--- src/rtl/dial_pkg.sv ---
// Shared types, dial codes and accumulator saturation for the dial pulse generator.
package dial_pkg;

  typedef enum logic [1:0] {IDLE, PULSE, GAP} state_t;

  localparam logic [1:0] DIAL_IDLE = 2'b11;
  localparam logic [1:0] DIAL_DOWN = 2'b01;
  localparam logic [1:0] DIAL_UP   = 2'b10;

  // Adds b to a and clamps the exact sum to +/-(2^(acc_w-1)-1).
  function automatic logic signed [31:0] sat_add(input logic signed [31:0] a,
                                                 input logic signed [31:0] b,
                                                 input int unsigned acc_w);
    logic signed [31:0] lim;
    logic signed [31:0] sum;
    lim = (32'sd1 <<< (acc_w - 1)) - 32'sd1;
    sum = a + b;
    if (sum > lim) return lim;
    if (sum < -lim) return -lim;
    return sum;
  endfunction

endpackage

--- src/rtl/dial_step_repeat.sv ---
// Digital up/down press detection with auto-repeat; emits a one-cycle signed +/-1 step.
module dial_step_repeat #(
  parameter int unsigned REPEAT_CYCLES = 24000
) (
  input  logic              clk_sys,
  input  logic              reset_n,
  input  logic              enable,
  input  logic              dig_up,
  input  logic              dig_down,
  output logic signed [1:0] step
);

  localparam int unsigned CW = $clog2(REPEAT_CYCLES + 1);

  logic [CW-1:0] cnt, cnt_next;
  logic          held, held_up;
  logic          one_hot, fire;

  always_comb begin
    one_hot  = enable & (dig_up ^ dig_down);
    // A direction change while still one-hot counts as a fresh press.
    fire     = one_hot & (~held | (held_up != dig_up) | (cnt == CW'(REPEAT_CYCLES)));
    cnt_next = '0;
    if (one_hot) cnt_next = fire ? CW'(1) : cnt + CW'(1);
    step = 2'sd0;
    if (fire) step = dig_up ? 2'sd1 : -2'sd1;
  end

  always_ff @(posedge clk_sys or negedge reset_n) begin
    if (!reset_n) begin
      cnt     <= '0;
      held    <= 1'b0;
      held_up <= 1'b0;
    end else begin
      cnt     <= cnt_next;
      held    <= one_hot;
      held_up <= dig_up;
    end
  end

endmodule

--- src/rtl/dial_pulse_gen.sv ---
// Converts spinner deltas and held up/down into timed active-low dial pulses.
module dial_pulse_gen #(
  parameter int unsigned PULSE_CYCLES  = 6000,
  parameter int unsigned GAP_CYCLES    = 6000,
  parameter int unsigned REPEAT_CYCLES = 24000,
  parameter int unsigned ACC_W         = 10
) (
  input  logic       clk_sys,
  input  logic       reset_n,
  input  logic       enable,
  input  logic       reverse,
  input  logic [8:0] spin_in,
  input  logic       dig_up,
  input  logic       dig_down,
  output logic [1:0] dial,
  output logic       busy
);

  import dial_pkg::*;

  state_t                   state, state_next;
  logic [15:0]              cnt, cnt_next;
  logic signed [ACC_W-1:0]  acc, acc_next;
  logic                     dir_up, dir_up_next;
  logic                     spin_q, armed;
  logic                     spin_evt;
  logic [1:0]               dial_next;
  logic signed [1:0]        step;
  logic signed [31:0]       delta, consume;

  dial_step_repeat #(.REPEAT_CYCLES(REPEAT_CYCLES)) u_repeat (
    .clk_sys  (clk_sys),
    .reset_n  (reset_n),
    .enable   (enable),
    .dig_up   (dig_up),
    .dig_down (dig_down),
    .step     (step)
  );

  always_comb begin
    // armed keeps a toggle present at reset release from counting as a sample.
    spin_evt    = enable & armed & (spin_in[8] ^ spin_q);
    delta       = spin_evt ? {{24{spin_in[7]}}, spin_in[7:0]} : '0;
    state_next  = state;
    cnt_next    = cnt;
    dir_up_next = dir_up;
    consume     = '0;
    case (state)
      IDLE: if (acc != '0) begin
        state_next  = PULSE;
        cnt_next    = '0;
        dir_up_next = ~acc[ACC_W-1];
        consume     = acc[ACC_W-1] ? 32'sd1 : -32'sd1;
      end
      PULSE: if (cnt == 16'(PULSE_CYCLES - 1)) begin
        state_next = GAP;
        cnt_next   = '0;
      end else cnt_next = cnt + 16'd1;
      GAP: if (cnt == 16'(GAP_CYCLES - 1)) begin
        state_next = IDLE;
        cnt_next   = '0;
      end else cnt_next = cnt + 16'd1;
      default: state_next = IDLE;
    endcase
    // Spin, digital and consume contributions are summed exactly, then saturated once.
    acc_next = ACC_W'(sat_add(32'(acc), delta + 32'(step) + consume, ACC_W));
    if (!enable) begin
      state_next = IDLE;
      cnt_next   = '0;
      acc_next   = '0;
    end
    dial_next = DIAL_IDLE;
    if (state_next == PULSE) dial_next = (dir_up_next ^ reverse) ? DIAL_UP : DIAL_DOWN;
    busy = (state != IDLE) || (acc != '0);
  end

  always_ff @(posedge clk_sys or negedge reset_n) begin
    if (!reset_n) begin
      state  <= IDLE;
      cnt    <= '0;
      acc    <= '0;
      dir_up <= 1'b0;
      spin_q <= 1'b0;
      armed  <= 1'b0;
      dial   <= DIAL_IDLE;
    end else begin
      state  <= state_next;
      cnt    <= cnt_next;
      acc    <= acc_next;
      dir_up <= dir_up_next;
      spin_q <= spin_in[8];
      armed  <= 1'b1;
      dial   <= dial_next;
    end
  end

endmodule

--- config.mk ---
export PLATFORM = sky130hd
export DESIGN_NAME = dial_pulse_gen
export DESIGN_NICKNAME = d
export VERILOG_FILES = /design/src/rtl/dial_pkg.sv /design/src/rtl/dial_step_repeat.sv /design/src/rtl/dial_pulse_gen.sv
export SDC_FILE = /design/constraint.sdc
export NUM_CORES = 1
export LEC_CHECK = 0
export CELL_PAD_IN_SITES_DETAIL_PLACEMENT = 0
export CELL_PAD_IN_SITES_GLOBAL_PLACEMENT = 1
export CORE_MARGIN = 10
export CORE_UTILIZATION = 44
export DETAILED_ROUTE_END_ITERATION = 6
export MAX_ROUTING_LAYER = met4
export PLACE_DENSITY = 0.74
export SLEW_MARGIN = 20
export SYNTH_ARGS = -nofsm -noshare
export SYNTH_HDL_FRONTEND = slang
export SYNTH_HIERARCHICAL = 1
export SYNTH_SLANG_ARGS = --single-unit
--- constraint.sdc ---
create_clock -name clk_sys -period 6.28 [get_ports clk_sys]
set_input_delay 0.628 -clock clk_sys [delete_from_list [all_inputs] [get_ports clk_sys]]
set_output_delay 0.628 -clock clk_sys [all_outputs]
set_load 0.02 [all_outputs]
==> run summary, run 1 <==
## Clock tree
* Reg clk slew, reported paths: 0.09 ns
* cell at the root of the clock tree: clkbuf_8
* clock net sink count: 50
* CTS Buf Count: 5
* CTS tree: done
* clk_lat worst skew: 0.30 ns
* cts-stage hold buffer count: 0
* buffer depth of the longest clock path: 2
* # H-tree levels: 2

## Critical path
* endpoint arrival time on the critical path: 6.08 ns
* Setup crit end kind: flop
* longest individual stage delay on the worst path: 0.53 ns
* standard cell with the maximum stage delay on the critical path: fa_1
* critical path, cell by cell: inv_1, ha_1, and4bb_1, nand4_2, and3_1, nor3_2, inv_2, buf_4, fa_1, fa_1, inv_1, ha_1, a211oi_2, o21ai_0, a21o_1, a221o_1, a31o_2, fa_1, nor4b_1, nand4_1, nor4_4, a41oi_4, nor3_2
* Worst Setup Path Type: flop to flop
* Max Fanout on Critical Path: 6
* Critical Path Most Common Cell: fa_1
* kind of launch point of the worst setup path: flop
* critical path required time: 6.50 ns

## Layout
* cell area after layout: 4650 um^2
* final-stage net count: 537
* leading cell types in the layout, fill and taps excluded: 48 x inv_1, 48 x dfrtp_1, 33 x nor2_1, 32 x o21ai_0, 29 x nand2_1
* fraction of the core area covered by cells at the end of the flow: 50.9%
* footprint of the multi-input gates: 2630 um^2
* antenna fix cells: 0
* fillers: 869
* Storage cell area: 1250 um^2
* area growth from synthesis to layout: 13.4%
* ratio of cells with drive above 1 in the final layout: 16.6%

## STA
* sum of negative setup slack: 0 ns
* worst slew margin relative to its limit: 50.1%
* max-slew violation total from the final report: 0
* final period utilization: 93.3%
* number of hold-slack violations in the final timing report: 0
* Final Worst Setup Slack: 0.423 ns
* fmax: 0.171 GHz
* Final min period: 5.86 ns
* hold_ws: 0.228 ns
* transition time at the pin with the least slew margin: 0.746 ns
* Final Skew: 0.00552 ns
* # setup viols final: 0

## Detailed routing
* total DRC errors in the routed layout: 0
* ratio of routed vias to standard cells: 5.42
* via count: 3,189
* remaining antenna violation count after routing: 0
* drt first pass iters: 4
* overall routed net length: 8.74 mm
* routed length per instance: 14.9 um
* DRC marker count from the first detailed-route iteration: 180

## Synthesis
* unique cell type count in the Yosys netlist: 75
* area fraction of the dominant cell type after synthesis: 29.3%
* post-synth net total: 495
* post-synthesis sequential element count: 50
* sequential-to-total area share from yosys stat: 30.5%
* Mean Syn Cell Area: 9.44 um^2
* number of enable-type register cells in the synthesized netlist: 0
* Primary FF master, synth: dfrtp_1
* async set or reset register ratio after synthesis: 100%
* area leader, netlist: dfrtp_1
* number of synthesis warnings: 6
* post-synthesis cell area: 4110 um^2
* gate count of the mapped netlist: 435
* leading cell types by total area after synthesis: dfrtp_1 29%, fa_1 10%, ha_1 7.3%, inv_1 4.5%, o21ai_0 4.1%

## Pwr
* total power density per cell area: 456 nW/um^2
* Static Leak: 2.13 nW
* maximum ir drop on the vdd rail: 210 uV

## Job
* reported max-cap violation count: 0

## Floorplanning
* width of the die: 117 um
* row count: 35
* starting density of the core: 44.9%
* floorplan die height: 117 um
* number of top-level pins: 18
* CORE AREA: 9150 um^2
* DIE AREA: 13,600 um^2

## Placement
* DP Wirelength: 6.93 mm
* number of port buffers: 17
* Worst Setup Slack post-DPL: -0.129 ns
* placer congestion estimate: 0.807
* placed inst area: 4540 um^2

## Worst hold path
* type of the tightest min-delay check: input pin to async pin

## Global route
* number of global-route vias before repair: 3,288
* number of antenna violations at the first check in global routing: 0
* Total Routing Usage GR: 14.3%
* wire length of the first global-routing pass: 15.7 mm
* global route total overflow: 0
* maximum number of pins on one net before global-route repair: 37

## Run status
* run status: finished, final reports clean

sequential cells by signal (all words and copies together) (netlist names):
signal            count
u_repeat/cnt         15
u_repeat/held_up      1
spin_q                1
armed                 1
cnt                  16
u_repeat/held         1
dial                  2
state                 2
dir_up                1
acc                  10
layout make-up:
class	count	area share, %
timing repair buffer	44	7.96
sequential	50	26.9
inverter	49	3.95
tap	111	2.98
clock buffer	7	1.64
multi-input combinational	327	56.5
synth_stat cells (6+ instances only):
library cell,instances
inv_1,49
dfrtp_1,48
o21ai_0,34
nor2_1,33
nand2_1,29
ha_1,24
fa_1,21
a21oi_1,16
xnor2_1,16
nand4_1,13
xor2_1,13
a21o_1,11
nor3_1,11
and3_1,10
nor2_4,8
a31oi_1,6
nand3_1,6
critical path: cells and delay by family, from the launching register on:
kind | cells | cell delay [ns]
buf+inv | 4 | 0.38
compound gates | 6 | 1.34
flops | 1 | 0.39
fa+ha+maj | 5 | 1.85
simple gates | 8 | 1.81
repair_timing:
action | in CTS | in global routing
buffers inserted | 0 | 1
gates resized for setup | 0 | 10
setup endpoints to repair | 0 | 9
layer usage:
layer / vias to the layer above / GRT usage (%) / share of wire, %
met1: 1530 / 18.7 / 48
met2: 46 / 22.6 / 46
met4: 0 / 3.21 / 1.2
li1: 1604 / - / -
met3: 9 / 2.72 / 4.2
met5: - / - / 0
metrics by stage:
step | total power, W | instances
6_report | 0.00212 | 588
5_1_grt | 0.00235 | 588
2_1_floorplan | 0.00146 | 435
3_5_place_dp | 0.00191 | 580
4_1_cts | 0.00210 | 587
3_3_place_gp | 0.00189 | 580
path summary, 6_finish.rpt:
kind | from | depth (start not counted) | endpoint | slack [ns]
max | u_repeat/cnt[1] | 23 | acc[3] | 0.42
min | reset_n | 1 | u_repeat/cnt[4] | 0.23
max reg2reg | u_repeat/cnt[1] | 23 | acc[3] | 0.42
min reg2reg | cnt[15] | 1 | cnt[15] | 0.49
max in group asynchronous | reset_n | 2 | cnt[10] | 5.26
min in group clk_sys | cnt[15] | 1 | cnt[15] | 0.49
power by group:
| part | total, W | internal, W | switching (W) | leakage (nW) |
|---|---|---|---|---|
| clock | 0.000177 | 0.0000770 | 0.000100 | 0.0383 |
| combinational | 0.00157 | 0.000661 | 0.000905 | 1.42 |
| sequential | 0.000379 | 0.000358 | 0.0000212 | 0.668 |
| total | 0.00212 | 0.00110 | 0.00103 | 2.13 |
cell families after synthesis:
logic type                 Yosys count  share of synthesized area (%)
and+or+nand+nor                    156                           24.1
AOI/OAI and AO/OA                   95                           15.4
buffers and inverters               58                           5.94
DFF                                 50                           30.5
adders and majority gates           45                           17.6
xor gates and xnor gates            29                           6.19
other                                1                         0.0913
muxes                                1                          0.244
Power figures use the tool's default switching activity.
==> inputs of run 2 (changes only) <==
--- a/config.mk
+++ b/config.mk
@@ -9,9 +9,11 @@
 export CELL_PAD_IN_SITES_GLOBAL_PLACEMENT = 1
 export CORE_MARGIN = 10
 export CORE_UTILIZATION = 44
+export CTS_CLUSTER_DIAMETER = 30
 export DETAILED_ROUTE_END_ITERATION = 6
 export MAX_ROUTING_LAYER = met4
 export PLACE_DENSITY = 0.74
+export REMOVE_ABC_BUFFERS = 1
 export SLEW_MARGIN = 20
 export SYNTH_ARGS = -nofsm -noshare
 export SYNTH_HDL_FRONTEND = slang
==> run summary, run 2 (synthesis results as in run 1) <==
## Run status
* run status: finished, final reports clean, unchanged

## Clock tree
* Reg clk slew, reported paths: 0.10 ns, was 0.09 ns
* CTS tree: done, unchanged
* cts-stage hold buffer count: 0, unchanged
* clock net sink count: 50, unchanged
* CTS Buf Count: 5, unchanged
* cell at the root of the clock tree: clkbuf_8, unchanged
* buffer depth of the longest clock path: 2, unchanged
* clk_lat worst skew: 0.31 ns, was 0.30 ns
* # H-tree levels: 2, unchanged

## Detailed routing
* routed length per instance: 14.8 um, was 14.9 um
* DRC marker count from the first detailed-route iteration: 132, was 180
* drt first pass iters: 5, was 4
* overall routed net length: 8.80 mm, was 8.74 mm
* remaining antenna violation count after routing: 0, unchanged
* total DRC errors in the routed layout: 0, unchanged
* ratio of routed vias to standard cells: 5.42, about the same
* via count: 3,215, was 3,189

## Pwr
* total power density per cell area: 467 nW/um^2, was 456 nW/um^2
* Static Leak: 2.15 nW, was 2.13 nW
* total design power: 0.00221 W, was 0.00212 W
* maximum ir drop on the vdd rail: 275 uV, was 210 uV

## Critical path
* Critical Path Most Common Cell: ha_1, was fa_1
* endpoint arrival time on the critical path: 6.15 ns, was 6.08 ns
* standard cell with the maximum stage delay on the critical path: fa_1, unchanged
* WP buf/inv: 4, unchanged
* worst setup path start: u_repeat/cnt[0], was u_repeat/cnt[1]
* Setup crit end kind: flop, unchanged
* count of cell instances traversed by the critical path: 26, was 23
* longest individual stage delay on the worst path: 0.52 ns, was 0.53 ns
* Max Fanout on Critical Path: 5, was 6
* Worst Setup Path Type: flop to flop, unchanged
* critical path required time: 6.46 ns, was 6.50 ns
* startpoint of the most critical register-to-register path: u_repeat/cnt[0], was u_repeat/cnt[1]
* family of cells with the greatest summed delay on the critical path: adder cells, unchanged
* kind of launch point of the worst setup path: flop, unchanged
* length in cells of the worst reg-to-reg path: 26, was 23

## Global route
* maximum number of pins on one net before global-route repair: 51, was 37
* wire length of the first global-routing pass: 15.2 mm, was 15.7 mm
* Total Routing Usage GR: 13.8%, was 14.3%
* number of global-route vias before repair: 3,127, was 3,288
* global route total overflow: 0, unchanged
* number of antenna violations at the first check in global routing: 0, unchanged

## Floorplanning
* floorplan die height: 117 um, unchanged
* starting density of the core: 44.9%, unchanged
* row count: 35, unchanged
* number of top-level pins: 18, unchanged
* CORE AREA: 9150 um^2, unchanged
* width of the die: 117 um, unchanged
* DIE AREA: 13,600 um^2, unchanged

## Placement
* placed inst area: 4560 um^2, was 4540 um^2
* DP Wirelength: 6.78 mm, was 6.93 mm
* placer congestion estimate: 0.858, was 0.807
* number of port buffers: 17, unchanged

## STA
* sum of negative setup slack: 0 ns, unchanged
* transition time at the pin with the least slew margin: 0.773 ns, was 0.746 ns
* # setup viols final: 0, unchanged
* number of hold-slack violations in the final timing report: 0, unchanged
* Final min period: 5.96 ns, was 5.86 ns
* worst slew margin relative to its limit: 48.3%, was 50.1%
* final period utilization: 94.9%, was 93.3%
* Final Skew: 0.0132 ns, was 0.00552 ns
* fmax: 0.168 GHz, was 0.171 GHz
* max-slew violation total from the final report: 0, unchanged

## Layout
* Storage cell area: 1250 um^2, unchanged
* footprint of the multi-input gates: 2680 um^2, was 2630 um^2
* most flop-heavy register: cnt, unchanged
* ratio of cells with drive above 1 in the final layout: 19.3%, was 16.6%
* antenna fix cells: 0, unchanged
* leading cell types in the layout, fill and taps excluded: 48 x inv_1, 48 x dfrtp_1, 33 x nor2_1, 31 x o21ai_0, 31 x buf_4, was 48 x inv_1, 48 x dfrtp_1, 33 x nor2_1, 32 x o21ai_0, 29 x nand2_1
* Regs by FF count: cnt (16), u_repeat/cnt (15), acc (10), unchanged
* max reg flops: 16, unchanged
* final-stage net count: 541, was 537
* area growth from synthesis to layout: 15.6%, was 13.4%
* fillers: 877, was 869
* cell area after layout: 4740 um^2, was 4650 um^2

## Job
* reported max-cap violation count: 0, unchanged

## Worst hold path
* type of the tightest min-delay check: input pin to async pin, unchanged

## run 2: timing repair
item / CTS / global route
setup endpoints to repair: 0 / 9
resized for setup: 0 / 18
setup buffers: 0 / 3
## run 2: per-layer routing
metal / vias up / part of all wire [%] / GRT usage [%]
met3: 4 / 3.4 / 2.41
li1: 1613 / - / -
met2: 40 / 48 / 21.9
met1: 1558 / 48 / 18.6
met5: - / 0 / -
met4: 0 / 0.45 / 1.73
## run 2: worst paths after layout
check	to	slack (ns)
min in group clk_sys	cnt[15]	0.50
setup reg to reg	acc[7]	0.32
hold / removal	u_repeat/held_up	0.41
setup / recovery	acc[7]	0.32
max in group asynchronous	cnt[0]	5.44
hold reg to reg	cnt[15]	0.50
## run 2: layout make-up
class | count | share of cell area (%)
clock inverter | 3 | 0.527
clock buffer | 5 | 1.45
timing repair buffer | 48 | 8.39
tap | 111 | 2.93
inverter | 49 | 3.88
sequential | 50 | 26.4
multi-input combinational | 327 | 56.4
## run 2: report_power, final
| part | switching, W | total (W) | internal (W) | leakage [nW] |
|---|---|---|---|---|
| clock | 0.000115 | 0.000196 | 0.0000806 | 0.0447 |
| sequential | 0.0000215 | 0.000379 | 0.000358 | 0.668 |
| combinational | 0.000940 | 0.00164 | 0.000699 | 1.44 |
| total | 0.00108 | 0.00221 | 0.00114 | 2.15 |
## run 2: per-stage QoR
stage,utilization [%],worst slack [ns],cells,hold WS (ns)
after detailed placement,49.8,-0.103,582,0.485
final,51.8,0.317,593,0.409
after CTS,50.8,0.142,590,0.437
after global routing,51.8,-0.0711,593,0.462
after global placement,49.8,-0.0544,582,0.476
after floorplan,-,0.251,426,0.332
==> inputs of run 3 (changes only) <==
--- a/config.mk
+++ b/config.mk
@@ -11,6 +11,7 @@
 export CORE_UTILIZATION = 44
 export CTS_CLUSTER_DIAMETER = 30
 export DETAILED_ROUTE_END_ITERATION = 6
+export GPL_TIMING_DRIVEN = 1
 export MAX_ROUTING_LAYER = met4
 export PLACE_DENSITY = 0.74
 export REMOVE_ABC_BUFFERS = 1
==> constraint.sdc (replaced) <==
create_clock -name clk_sys -period 6.28 [get_ports clk_sys]
set_input_delay 0.628 -clock clk_sys [delete_from_list [all_inputs] [get_ports clk_sys]]
set_output_delay 0.628 -clock clk_sys [all_outputs]
set_load 0.1 [all_outputs]
==> results of run 3 <==
The final DEF is identical to that of run 2. Status: finished, final reports clean.
Main changes from that run: total power 0.00221 W -> 0.00225 W
